## config.mk

```make
export PLATFORM = sky130hd
export DESIGN_NAME = pram_phase_sequencer
export DESIGN_NICKNAME = d
export VERILOG_FILES = /design/src/rtl/pram_phase_sequencer.sv
export SDC_FILE = /design/constraint.sdc
export NUM_CORES = 1
export LEC_CHECK = 0
export CELL_PAD_IN_SITES_DETAIL_PLACEMENT = 1
export CELL_PAD_IN_SITES_GLOBAL_PLACEMENT = 1
export CORE_MARGIN = 5
export CORE_UTILIZATION = 42
export DETAILED_ROUTE_END_ITERATION = 16
export GPL_TIMING_DRIVEN = 0
export PLACE_DENSITY = 0.8
export SLEW_MARGIN = 20
export SYNTH_ARGS = -nofsm -noshare
export SYNTH_HDL_FRONTEND = slang
export SYNTH_HIERARCHICAL = 1
export SYNTH_SLANG_ARGS = --single-unit
export TNS_END_PERCENT = 30
```

## constraint.sdc

```tcl
create_clock -name clk -period 3.7 [get_ports clk]
set_clock_uncertainty 0.15 [all_clocks]
set_input_delay 0.74 -clock clk [delete_from_list [all_inputs] [get_ports clk]]
set_output_delay 0.74 -clock clk [all_outputs]
set_load 0.05 [all_outputs]
```

## src/rtl/pram_phase_sequencer.sv

```systemverilog
// Three-phase sine LUT sequencer: steps the PRAM address at a programmable rate and
// registers the returned samples. Define PHASE_DIR_EN to add a dir input for reverse stepping.

module pram_lane_cap #(
  parameter int DATA_W = 7
) (
  input  logic              clk,
  input  logic              rst_n,
  input  logic              cap,
  input  logic [DATA_W-1:0] d,
  output logic [DATA_W-1:0] q
);
  always_ff @(posedge clk or negedge rst_n)
    if (!rst_n)   q <= '0;
    else if (cap) q <= d;
endmodule

module pram_phase_sequencer #(
  parameter int ADDR_W   = 12,
  parameter int SIN_SIZE = 3000,
  parameter int DIV_W    = 16,
  parameter int DATA_W   = 7
) (
  input  logic              clk,
  input  logic              rst_n,
  input  logic              enable,
`ifdef PHASE_DIR_EN
  input  logic              dir,
`endif
  input  logic [DIV_W-1:0]  cfg_div,
  input  logic              cfg_valid,
  output logic              cfg_ready,
  output logic [ADDR_W-1:0] pram_addr,
  input  logic [DATA_W-1:0] pram_a,
  input  logic [DATA_W-1:0] pram_b,
  input  logic [DATA_W-1:0] pram_c,
  output logic [DATA_W-1:0] sample_a,
  output logic [DATA_W-1:0] sample_b,
  output logic [DATA_W-1:0] sample_c,
  output logic              sample_valid,
  output logic              period_start,
  output logic              running
);
  localparam int NUM_LANES = 3;
  localparam int STAGES    = 1;
  localparam logic [ADDR_W-1:0] LAST = ADDR_W'(SIN_SIZE - 1);

  typedef enum logic [1:0] {IDLE, RUN, DRAIN} state_t;
  typedef struct packed {
    logic             vld;
    logic [DIV_W-1:0] div;
  } cfg_t;

  state_t                          state, state_nxt;
  logic [DIV_W-1:0]                cnt, active_div;
  cfg_t                            pend;
  logic                            applied_q;
  logic                            tick, wrap, start, xfer;
  logic [ADDR_W-1:0]               addr_nxt;
  logic [STAGES:0]                 vld_pipe;
  logic [NUM_LANES-1:0][DATA_W-1:0] lut_d, smp_q;

  // ---------------- FSM ----------------
  always_ff @(posedge clk or negedge rst_n)
    if (!rst_n) state <= IDLE;
    else        state <= state_nxt;

  always_comb begin
    state_nxt = state;
    unique case (state)
      IDLE:    if (enable) state_nxt = RUN;
      RUN:     if (!enable) state_nxt = DRAIN;
      DRAIN:   if (enable) state_nxt = RUN;
               else if (wrap) state_nxt = IDLE;
      default: state_nxt = IDLE;
    endcase
  end

  always_comb begin
    running = 1'b0;
    unique case (state)
      RUN, DRAIN: running = 1'b1;
      default:    running = 1'b0;
    endcase
  end

  // ---------------- step timing ----------------
  assign tick  = running && (cnt == active_div - DIV_W'(1));
  assign start = (state == IDLE) && enable;

`ifdef PHASE_DIR_EN
  always_comb begin
    if (dir) addr_nxt = (pram_addr == '0)   ? LAST : pram_addr - ADDR_W'(1);
    else     addr_nxt = (pram_addr == LAST) ? '0   : pram_addr + ADDR_W'(1);
  end
`else
  assign addr_nxt = (pram_addr == LAST) ? '0 : pram_addr + ADDR_W'(1);
`endif

  // A period boundary is any step that lands on address 0, in either direction.
  assign wrap = tick && (addr_nxt == '0);

  always_ff @(posedge clk or negedge rst_n)
    if (!rst_n) begin
      cnt       <= '0;
      pram_addr <= '0;
    end else if (!running) begin
      cnt       <= '0;
      pram_addr <= '0;
    end else if (tick) begin
      cnt       <= '0;
      pram_addr <= addr_nxt;
    end else begin
      cnt       <= cnt + DIV_W'(1);
    end

  always_ff @(posedge clk or negedge rst_n)
    if (!rst_n) period_start <= 1'b0;
    else        period_start <= wrap;

  // ---------------- divider handshake ----------------
  assign xfer = cfg_valid && cfg_ready;

  // Running: the new divider lands on the wrap step so the next period is clean;
  // ready reopens one cycle later so a fresh offer cannot collide with the apply.
  always_ff @(posedge clk or negedge rst_n)
    if (!rst_n) begin
      active_div <= DIV_W'(1);
      pend       <= '0;
      cfg_ready  <= 1'b1;
      applied_q  <= 1'b0;
    end else begin
      applied_q <= 1'b0;
      if (xfer) begin
        pend.vld  <= 1'b1;
        pend.div  <= cfg_div;
        cfg_ready <= 1'b0;
      end else if (pend.vld && (!running || wrap)) begin
        active_div <= (pend.div == '0) ? DIV_W'(1) : pend.div;
        pend.vld   <= 1'b0;
        if (running) applied_q <= 1'b1;
        else         cfg_ready <= 1'b1;
      end else if (applied_q) begin
        cfg_ready <= 1'b1;
      end
    end

  // ---------------- sample capture ----------------
  // vld_pipe[0]: address just changed, PRAM output settling; vld_pipe[1]: sample registered.
  always_ff @(posedge clk or negedge rst_n)
    if (!rst_n) vld_pipe <= '0;
    else        vld_pipe <= {vld_pipe[STAGES-1:0], tick | start};

  assign lut_d        = {pram_c, pram_b, pram_a};
  assign sample_valid = vld_pipe[STAGES];

  for (genvar i = 0; i < NUM_LANES; i++) begin : g_lane
    pram_lane_cap #(.DATA_W(DATA_W)) u_cap (
      .clk   (clk),
      .rst_n (rst_n),
      .cap   (vld_pipe[0]),
      .d     (lut_d[i]),
      .q     (smp_q[i])
    );
  end

  assign sample_a = smp_q[0];
  assign sample_b = smp_q[1];
  assign sample_c = smp_q[2];

endmodule

```

; ---- After elaboration in Yosys (flattened, before gate mapping)
; Index checks and enable logic that the tools add are counted.
[word_totals]
ff_bits = 89
elab_cells = 64
[op_classes]
n_reduce_logical = 16
mux = 21
n_addsub = 3
bitwise_logic = 2
n_eq_ne = 9
[op_table]
columns = operator, count
row1 = 16-bit 2-to-1 mux, 3
row2 = 12-bit 2-to-1 mux, 3
row3 = "16-bit by 1-bit adder with 16-bit output, second input constant", 1
row4 = 16-bit == test, 1
row5 = 16-bit logical NOT, 1
row6 = "16-bit by 1-bit subtractor with 16-bit output, second input constant", 1
row7 = "12-bit by 1-bit adder with 12-bit output, second input constant", 1
row8 = "12-bit == test, second input constant", 1
row9 = 12-bit logical NOT, 1
row10 = 1-bit 2-to-1 mux, 10
row11 = 2-bit 2-to-1 mux, 4
row12 = "3-bit != test, second input constant", 2
row13 = 2-bit case mux with 3 select lines, 1
row14 = 1-bit logical AND, 5
row15 = "2-bit != test, second input constant", 2
row16 = 2-bit AND reduction, 2
row17 = 3-bit AND reduction, 1
row18 = 3-bit nonzero test, 1
row19 = "2-bit by 1-bit == test with 1-bit output, second input constant", 1
row20 = "2-bit == test, second input constant", 1
row21 = 2-bit logical NOT, 1
row22 = "2-bit by 1-bit != test with 1-bit output, second input constant", 1
row23 = 2-bit nonzero test, 1
row24 = 2-bit OR reduction, 1
row25 = other kinds (4), 4

; ---- Longest topological paths before layout
; Gate-level depths: netlist of run 1.
[depth]
word_depth = 9
depth_mapped = 12
ltp_nobuf = 10

; ---- Hierarchy
; The synthesis of run 1 kept the hierarchy.
[modules_own_cells]
columns = mod, instances, area_per_inst_um2, seq_area_each_um2, cells_each
row1 = pram_phase_sequencer, 1, 4367.9, 1704.1, 497
row2 = pram_lane_cap, 3, 291.5, 175.2, 15

; ---- Worst setup path before layout of run 1
; Ideal clock, no wire load.
[synth_timing]
path_type = register to register
startpoint = register pram_addr[1]
endpoint = register active_div[10]
setup_time_ns = 0.132
path_buffers = 3
setup_slack_ns = 0.495
path_stages_with_launch = 12
arrival_ns = 2.923
path_cell_list = dfrtp_1 > ha_1 > clkbuf_1 > nand3_1 > nor2_1 > nor4b_2 > a41oi_1 > or2_2 > clkbuf_1 > clkbuf_1 > a31oi_1 > o211ai_1
[synth_via]
elab_chain_cells = 7
word_cells_on_any_way = 8
classes_between = add/sub: 1 / eq/ne: 1 / mux: 1 / reduce/logical: 5
[synth_rtl]
columns = item, line
row1 = "start, declared", 33  ; output logic [ADDR_W-1:0] pram_addr,
row2 = "start signal, assigned", 112  ; pram_addr <= addr_nxt;
row3 = 12-bit by 1-bit adder with 12-bit output / 12-bit == test (equally long branches), 97  ; assign addr_nxt = (pram_addr == LAST) ? '0 : pram_addr + ADDR_W'(1);
row4 = 12-bit 2-to-1 mux (*), 97
row5 = 12-bit logical NOT (*), 101  ; assign wrap = tick && (addr_nxt == '0);
row6 = 1-bit logical AND (*), 101
row7 = 1-bit logical OR (*), 138  ; end else if (pend.vld && (!running || wrap)) begin
row8 = 1-bit logical AND (*), 138
row9 = 2-bit AND reduction (no source line) (*), n/a
row10 = "end signal, assigned", 139  ; active_div <= (pend.div == '0) ? DIV_W'(1) : pend.div;
row11 = "end, declared", 55  ; logic [DIV_W-1:0] cnt, active_div;
; Mark *: on every way between the ends. The rest lies on a longest branch, timed or not.
; A chain may end at the register's enable or synchronous reset.

; ---- Final worst setup path of run 1
[layout_timing]
startpoint = register active_div[0]
endpoint = register cnt[0]
[layout_via]
elab_chain_cells = 5
[layout_rtl]
columns = item, line
row1 = 16-bit by 1-bit subtractor with 16-bit output, 88  ; assign tick = running && (cnt == active_div - DIV_W'(1));
row2 = 16-bit == test, 88
row3 = 1-bit logical AND, 88
row4 = 16-bit 2-to-1 mux, 110  ; end else if (tick) begin
row5 = 16-bit 2-to-1 mux, 107  ; end else if (!running) begin
row6 = "end signal, assigned", 114  ; cnt <= cnt + DIV_W'(1);
row7 = "end, declared", 55
; No other way between the ends.

==> results of run 1 <==
[where the power goes]
group / total, mW / internal (mW) / switching [mW]
logic: 2.44 / 0.930 / 1.51
registers: 1.55 / 1.28 / 0.270
clock network: 0.957 / 0.530 / 0.428
total: 4.94 / 2.74 / 2.21
[flip-flops by register name, indices dropped and copies added, names as in the netlist]
signal	count
g_lane.u_cap/q	21
pend	17
active_div	16
cnt	16
pram_addr	12
state	2
vld_pipe	2
applied_q	1
cfg_ready	1
period_start	1
[worst max-delay path: stages, from the launching register on]
cell and delay [ps]:
dfstp_2 360, clkbuf_1 180, inv_1 100, ha_1 200, or3b_2 530, nor2_4 150, a21oi_1 80, or3b_2 480
nor4_4 270, buf_4 220, nand2b_1 120, clkbuf_2 200, buf_4 210, nor2_1 60
[cell usage after synthesis, types with 11 or more instances]
library cell	instances
a31oi_1	20
clkbuf_1	34
dfrtp_1	87
inv_1	11
mux2_2	16
mux2_4	21
nand2_1	61
nand3_1	20
nand4_1	21
nor2_1	34
nor3_1	12
o211ai_1	17
o21ai_0	23
xnor2_1	17
xor2_1	16
[logic make-up after synthesis]
logic type / count (synthesis) / synth area share [%]
and+or+nand+nor: 203 / 20.1
DFF: 89 / 42.5
xor gates and xnor gates: 33 / 5.51
buffers and inverters: 61 / 5.27
adders and majority gates: 8 / 1.91
AOI/OAI and AO/OA: 105 / 14.1
muxes: 43 / 10.6
[worst paths after layout]
| check | end | from | cells after the start |
|---|---|---|---|
| worst max-delay path | cnt[0] | active_div[0] | 13 |
| worst min-delay path | pram_addr[0] | rst_n | 1 |
| worst max register to register | cnt[0] | active_div[0] | 13 |
| worst min register to register | g_lane[1].u_cap/q[2] | g_lane[1].u_cap/q[2] | 1 |
| max in group asynchronous | active_div[0] | rst_n | 2 |
| min in group clk | g_lane[1].u_cap/q[2] | g_lane[1].u_cap/q[2] | 1 |
[layout make-up]
class,instances,area share [%]
Clock inverter,7,1.19
Timing Repair Buffer,81,12.4
Clock buffer,9,3.41
Inverter,12,0.682
Multi-Input combinational cell,392,41.9
Tap cell,168,3.18
Buffer,49,3.50
Sequential cell,89,33.7
[repair_timing]
| action | 4_1_cts | 5_1_grt |
|---|---|---|
| setup buffers | 2 | 2 |
| setup endpoints to repair | 50 | 27 |
| hold endpoints to repair | 0 | 0 |
| pin swaps | 1 | 0 |
| resized for setup | 2 | 4 |
[metal layers]
| metal | up-vias | track usage, % | part of all wire [%] |
|---|---|---|---|
| met5 | - | 0 | 0 |
| met4 | 0 | 6.02 | 1.3 |
| met3 | 13 | 3.99 | 3.7 |
| met2 | 96 | 38.5 | 51 |
| met1 | 2364 | 28.2 | 44 |
| li1 | 2155 | - | - |
[through the flow]
| stage | setup TNS (ps) | area [um^2] | hold WS [ps] |
|---|---|---|---|
| final | 0 | 6610 | 113 |
| after global routing | 0 | 6610 | 130 |
| after CTS | 0 | 6580 | 120 |
| after detailed placement | -5770 | 6240 | 326 |
| after global placement | -143880 | 6210 | 322 |
| after floorplan | 0 | 5240 | 294 |
==> metrics, run 1 <==
vias in the first global route=roughly 4900; top cell type's share of synthesized area=41.5%; number of flops mapped to enable cells by yosys=0; Yosys cell types=63; final worst-path cycle share=between 90% and 100%; number of synthesis warnings=6; most common cell after layout, fill and taps aside=dfrtp_1; Post-Layout Cell Count=roughly 810; largest net degree at the start of global routing=59; flop-to-flop setup slack=roughly 260 ps; H-tree levels=3; drt drc=0; RSZ-0062 raised after global routing=no; Tot GR Track Use=between 20% and 30%; port bufs=76; FP Rows=40; Peak VDD IR=between 0.4 and 0.5 mV; top post-synthesis cells by area=dfrtp_1 (42%), mux2_4 (6.0%), nand2_1 (4.4%), mux2_2 (3.4%), xnor2_1 (2.8%); Power Total=a little under 5 mW; placed cells=787; Cell Area, Synth=~5200 um^2; asr flop ratio synth=100%; area grow syn2layout=26.0%; TritonCTS clock tree=done; most frequent cells in the layout=dfrtp_1 (87), clkdlybuf4s50_1 (75), nand2_1 (61); crit path time final=between 3000 and 4000 ps; clock-pin slew on the worst setup and hold paths=approximately 70 ps; drt initial violations=302; data arrival time of the critical path=3520 ps; die height=approximately 120 um; GP Congestion=between 0.8 and 0.9; layout cell share with drive strength beyond 1=13.9%; Core ar.=roughly 12000 um^2; via/cell ratio=between 5 and 6; Post-Syn Nets=591; Avg Inst Size Synth=9.67 um^2; Seq/Total Area, Yosys=42.5%; sequential cell area=2230 um^2; gr ovfl total=0; Synth Flop Type=dfrtp_1; final setup violation count=0; CP Data Required Time=3780 ps; Slew @ Worst Pin=just over 800 ps; Max-Cap Viols=0; Skew-Pair Late Insertion Delay=approximately 350 ps; hpwl dp=around 11 mm; Max Clock Freq=290 MHz; Sink Count=a little under 90; routed via count=between 4000 and 5000; routed wire length=around 16 mm; Pre-Repair DR Iteration Count=6; critical path class=flip-flop to flip-flop; initial core utilization=between 40% and 50%; worst slack at placement=-203 ps; final cell utilization of the core=54.6%; routed len/inst=around 20 um; Lkg Pwr=about 2.6 nW; final worst slack=258 ps; Crit Path Max Fanout=10; Post-Syn Instances=around 540; post-synth top area cell=dfrtp_1; Die Area=between 10000 and 15000 um^2; Post-CTS Hold Buffers=0; ANT cells=0; Worst Hold Class=primary input to asynchronous set/reset pin; Final Max Slew Viols=0; Multi-input gate area=about 2800 um^2; Root Buffer=clkbuf_16; Antenna Nets Post-Route=0; status=completed; initial antenna violation count=0; io pins=78; Die Wd=122 um; Filler cells=1389; Seq cells post-synth=~90; first-pass GRT wire length=approximately 26 mm; CTS Buf Count=9; Final nets=slightly below 700; pwr/cell area=about 750 nW/um^2; clock buffer depth=2; endpoint class of the critical path=flip-flop; Worst slew margin=approximately 44%; final hold vios=0; CP startpoint kind=flip-flop
(Power assumes the default switching activity.)
==> inputs of run 2 (changes only) <==
Settings changed: ABC_CLOCK_PERIOD_IN_PS from default to 3700, RECOVER_POWER from default to 25.
==> metrics, run 2 (same netlist as run 1, synthesis figures left out) <==
status=finished, violations left; failing checks=max-capacitance violations, max-slew violations; RSZ-0062 raised after global routing=no; Worst slew margin=-25.1% (-69 points); gr ovfl total=0 (unchanged); Slew @ Worst Pin=1880 ps (+1040 ps); Total Neg Setup Slack=0 ps (unchanged); placed cells=787 (unchanged); CP startpoint kind=flip-flop; drt initial violations=274 (-9.3%); clock-pin slew on the worst setup and hold paths=70 ps (about the same); pwr/cell area=749 nW/um^2 (+0.14%); Pre-Repair DR Iteration Count=4 (-2); Min Hold Slack=364 ps (+251 ps); max FFs per register=21 (unchanged); hold endpoint=g_lane[1].u_cap/q[2]; Core ar.=12100 um^2 (unchanged); final hold vios=0 (unchanged); Post-Layout Cell Count=807 (unchanged); final setup violation count=0 (unchanged); Max Clock Freq=291 MHz (about the same); final worst-path cycle share=93.0% (about the same); HP Start=g_lane[1].u_cap/q[2]; area grow syn2layout=25.9%; initial core utilization=43.3% (unchanged); worst path cell trace=clkbuf_1 -> inv_1 -> ha_1 -> or3b_2 -> nor2_4 -> a21oi_1 -> or3b_2 -> nor4_4 -> buf_4 -> nand2b_1 -> clkbuf_2 -> buf_4 -> nor2_1; most common cell after layout, fill and taps aside=dfrtp_1; Die Wd=122 um (unchanged); critical path class=flip-flop to flip-flop; drt drc=0 (unchanged); crit path time final=3440 ps (-1.77 ps); GP Congestion=0.871 (unchanged); flop-to-flop setup slack=260 ps (about the same); initial antenna violation count=0 (unchanged); final cell utilization of the core=54.5% (-0.062 points); first-pass GRT wire length=26.1 mm (unchanged); die height=122 um (unchanged); layout cell share with drive strength beyond 1=13.8% (-0.16 points); hpwl dp=11.4 mm (unchanged); CP max stage delay=530 ps (about the same); largest net degree at the start of global routing=59 (unchanged); ANT cells=0 (unchanged); Cells on Worst Hold Path=1; Final nets=683 (unchanged); endpoint class of the critical path=flip-flop; via/cell ratio=5.74 (about the same); FP Rows=40 (unchanged); Lkg Pwr=2.64 nW (-0.18%); Power Total=4.95 mW (about the same); io pins=78 (unchanged); register with the highest flop count=g_lane.u_cap/q; Skew-Pair Late Insertion Delay=360 ps (about the same); most frequent cells in the layout=dfrtp_1 (87), clkdlybuf4s50_1 (75), nand2_1 (61); routed via count=4630 (+0.043%); Tot GR Track Use=22.1% (unchanged); Crit Path Max Fanout=10 (unchanged); Die Area=14800 um^2 (unchanged); routed wire length=15.8 mm (about the same); data arrival time of the critical path=3520 ps (about the same); Antenna Nets Post-Route=0 (unchanged); Root Buffer=clkbuf_16; biggest regs=g_lane.u_cap/q: 21 flops, pend: 17 flops; Crit Reg-Reg Startpoint=active_div[0]; clock buffer depth=2 (unchanged); Final Max Slew Viols=32 (+32); CTS Buf Count=9 (unchanged); Sink Count=89 (unchanged); slowest library cell on the worst path=or3b_2; TritonCTS clock tree=done; port bufs=76 (unchanged); CP Data Required Time=3780 ps (about the same); FF-to-FF End=cnt[0]; Post-CTS Hold Buffers=0 (unchanged); Max-Cap Viols=1 (+1); vias in the first global route=4934 (unchanged); Worst Hold Class=flip-flop to flip-flop; routed len/inst=19.5 um (about the same); H-tree levels=3 (unchanged); r2r worst-path depth=13 (unchanged); Peak VDD IR=0.432 mV (about the same)
[run 2: cell count changes in the layout (fill, tap and decap cells not counted), sizes merged]
cell    delta
clkbuf     +1
buf        -1
[run 2: through the flow]
| step | instance area, um^2 | setup WS (ps) |
|---|---|---|
| after floorplan | 5240 | 495 |
| after global routing | 6600 | 58.2 |
| final | 6600 | 259 |
| after global placement | 6210 | -1590 |
| after CTS | 6580 | 112 |
| after detailed placement | 6240 | -203 |
[run 2: metal layers]
layer / up-vias / global-route usage [%] / wire [um]
li1: 2162 / - / -
met1: 2337 / 28.2 / 6740
met2: 120 / 38.5 / 8090
met3: 11 / 3.99 / 716
met4: 0 / 6.02 / 212
met5: - / 0 / 0
[run 2: report_power, final]
| group | leakage (nW) | internal [mW] | switching [mW] |
|---|---|---|---|
| Clock | 0.139 | 0.530 | 0.428 |
| Combinational | 1.42 | 0.929 | 1.51 |
| Sequential | 1.08 | 1.28 | 0.271 |
| Total | 2.64 | 2.74 | 2.21 |
[run 2: repair_timing]
action                     CTS  global route
gates resized for setup      2             4
setup endpoints to repair   50            27
buffers inserted             2             2
pin swaps                    1             0
[run 2: how the worst max path moves through the flow]
| stage | startpoint | end | slack [ps] | cells past startpoint |
|---|---|---|---|---|
| 2_1_floorplan | pram_addr[1] | active_div[10] | 500 | 11 |
| 3_5_place_dp | active_div[2] | cnt[13] | -200 | 10 |
| 4_1_cts | active_div[0] | cnt[8] | 110 | 13 |
| 6_report | active_div[0] | cnt[0] | 260 | 13 |
| 5_1_grt | active_div[0] | cnt[8] | 60 | 13 |
| 3_3_place_gp | rst_n | cnt[13] | -1590 | 1 |
[run 2: worst max-delay path, delay by kind of cell, from the launching register on]
kind,cells,cell delay (ps)
fa+ha+maj,1,200
flops,1,360
buf+inv,5,910
compound gates,1,80
simple gates,6,1610
[run 2: cell type report]
cell class | instances | area [um^2]
clock buffers | 9 | 225
clock inverters | 7 | 78.8
plain buffers | 49 | 231
flip-flops and latches | 89 | 2230
repair buffers | 81 | 812
fillers | 1389 | 5510
multi-input cells | 392 | 2770
inverters | 12 | 45.0
well taps | 168 | 210
==> inputs of run 3 (changes only) <==
Settings changed: CORE_UTILIZATION 42 to 47, DONT_BUFFER_PORTS from default to 1, PLACE_DENSITY 0.8 to 0.77.
==> metrics, run 3 (same netlist as run 1, synthesis figures left out) <==
via/cell ratio=6.05 (+5.5%); CP startpoint=active_div[0]; slowest library cell on the worst path=or3b_2; Max Clock Freq=286 MHz (-1.7%); pwr/cell area=768 nW/um^2 (+2.5%); r2r worst-path depth=13 (unchanged); CP Data Required Time=3850 ps (+70 ps); Crit Reg-Reg Startpoint=active_div[0]; initial core utilization=48.1% (+4.9 points); Total Neg Setup Slack=0 ps (unchanged); Antenna Nets Post-Route=0 (unchanged); gr ovfl total=0 (unchanged); Peak VDD IR=0.553 mV (+28%); placed cells=682 (-13%); routed wire length=14.2 mm (-10%); CP startpoint kind=flip-flop; register with the highest flop count=g_lane.u_cap/q; final setup violation count=0 (unchanged); critical path class=flip-flop to flip-flop; clock buffer depth=2 (unchanged); CTS Buf Count=9 (unchanged); H-tree levels=3 (unchanged); routed via count=4261 (-8.0%); Skew-Pair Late Insertion Delay=380 ps (+20 ps); layout cell share with drive strength beyond 1=16.7% (+2.9 points); vias in the first global route=4556 (-7.7%); TritonCTS clock tree=done; largest net degree at the start of global routing=88 (+49%); final worst-path cycle share=94.6% (+1.6 points); buffer and inverter count on the worst path=5 (unchanged); Tot GR Track Use=22.5% (+0.42 points); Worst slew margin=-45.1% (-20 points); GP Congestion=0.853 (-2.0%); Die Wd=116 um (-5.0%); RSZ-0062 raised after global routing=no; Net Sw Power=2.07 mW (-6.3%); ANT cells=0 (unchanged); Clock Power Share=17.2% (-2.2 points); Max-Cap Viols=1 (unchanged); crit path time final=3500 ps (+60.2 ps); Lkg Pwr=2.31 nW (-12%); max FFs per register=21 (unchanged); clock-pin slew on the worst setup and hold paths=90 ps (+20 ps); port bufs=0 (-100%); most common cell after layout, fill and taps aside=dfrtp_1; drt drc=0 (unchanged); die height=116 um (-5.0%); final hold vios=0 (unchanged); Post-Layout Cell Count=704 (-13%); internal power=2.33 mW (-15%); most frequent cells in the layout=dfrtp_1 (83), nand2_1 (61), clkbuf_1 (34); Crit Path Max Fanout=10 (unchanged); area grow syn2layout=9.26%; Gate power share=37.1% (-12 points); sequential power share=45.7% (+14 points); Pre-Repair DR Iteration Count=4 (unchanged); drt initial violations=168 (-39%); Final nets=608 (-11%); io pins=78 (unchanged); sw frac=47.0% (+2.4 points); worst path cell trace=clkbuf_1 -> inv_1 -> ha_1 -> or3b_2 -> nor2_2 -> a21oi_1 -> or3b_2 -> nor4_4 -> buf_4 -> buf_6 -> buf_4 -> nand4_1 -> o211ai_1; failing checks=max-capacitance violations, max-slew violations; delay-heaviest family, CP=simple AND/OR/NAND/NOR gates; Filler cells=1233 (-11%); biggest regs=g_lane.u_cap/q: 21 flops, pend: 17 flops; Root Buffer=clkbuf_8; FP Rows=38 (-5.0%); Worst Hold Class=primary input to asynchronous set/reset pin; Sink Count=89 (unchanged); routed len/inst=20.1 um (+3.0%); status=finished, violations left; Die Area=13400 um^2 (-9.8%); CP max stage delay=510 ps (-20 ps); Final Max Slew Viols=88 (+180%); endpoint class of the critical path=flip-flop; Core ar.=10900 um^2 (-10%); critical path depth=13 (unchanged); data arrival time of the critical path=3650 ps (+130 ps); initial antenna violation count=0 (unchanged); Slew @ Worst Pin=2180 ps (+300 ps); hpwl dp=10.0 mm (-12%); first-pass GRT wire length=23.8 mm (-8.9%)
[run 3: cell types whose count changed in the layout (fill, tap and decap cells not counted), moves of 4 or more]
cell,previous run,this run
clkdlybuf4s50_1,75,0
clkbuf_16,9,0
clkbuf_8,0,9
dfrtp_1,87,83
dfrtp_2,0,4
[run 3: routing by layer]
layer / routed length (um) / vias up / share of wire, % / track usage [%]
met5: 0 / - / 0 / 0
met2: 6740 / 90 / 48 / 37.0
met1: 6370 / 2144 / 45 / 29.9
met4: 259 / 0 / 1.8 / 7.58
met3: 791 / 20 / 5.6 / 4.54
li1: - / 2007 / - / -
[run 3: final cells by class]
type,instances,area (um^2),area share (%)
multi-input combinational,392,2780,48.5
timing repair buffer,6,42.5,0.743
clock buffer,10,128,2.23
tap,140,175,3.06
sequential,89,2230,39.0
clock inverter,6,91.3,1.59
inverter,12,45.0,0.786
buffer,49,235,4.11
[run 3: repair_timing]
| action | CTS | global route |
|---|---|---|
| pin swaps | 1 | 0 |
| setup buffers | 3 | 2 |
| setup endpoints to repair | 51 | 24 |
| gates cloned | 0 | 0 |
| hold endpoints to repair | 87 | 0 |
| resized for setup | 5 | 10 |
| hold buffers | 1 | 0 |
[run 3: metrics by stage]
step	setup WS, ps	utilization [%]	hold WS, ps	power [mW]	cell area [um^2]
floorplan	495	-	294	3.18	5240
global placement	-382	49.8	297	3.53	5420
detailed placement	-444	49.8	297	3.62	5420
CTS	48.1	52.4	34.0	4.41	5710
global route	21.3	52.6	26.8	4.70	5730
finish	199	52.6	35.4	4.40	5730
[run 3: power by group through the flow]
stage          Combinational [mW]  Sequential [mW]  Clock [mW]
3_5_place_dp                 1.59             2.03           0
5_1_grt                      1.83             2.06       0.814
2_1_floorplan                1.25             1.93           0
6_report                     1.63             2.01       0.756
4_1_cts                      1.63             2.01       0.771
3_3_place_gp                 1.52             2.01           0
[run 3: worst paths after layout]
path                                  end  slack, ps
min in group clk              vld_pipe[1]        350
setup reg to reg           active_div[12]        200
max in group asynchronous    pram_addr[1]       1160
hold / removal                  cfg_ready         40
hold reg to reg               vld_pipe[1]        350
setup / recovery           active_div[12]        200
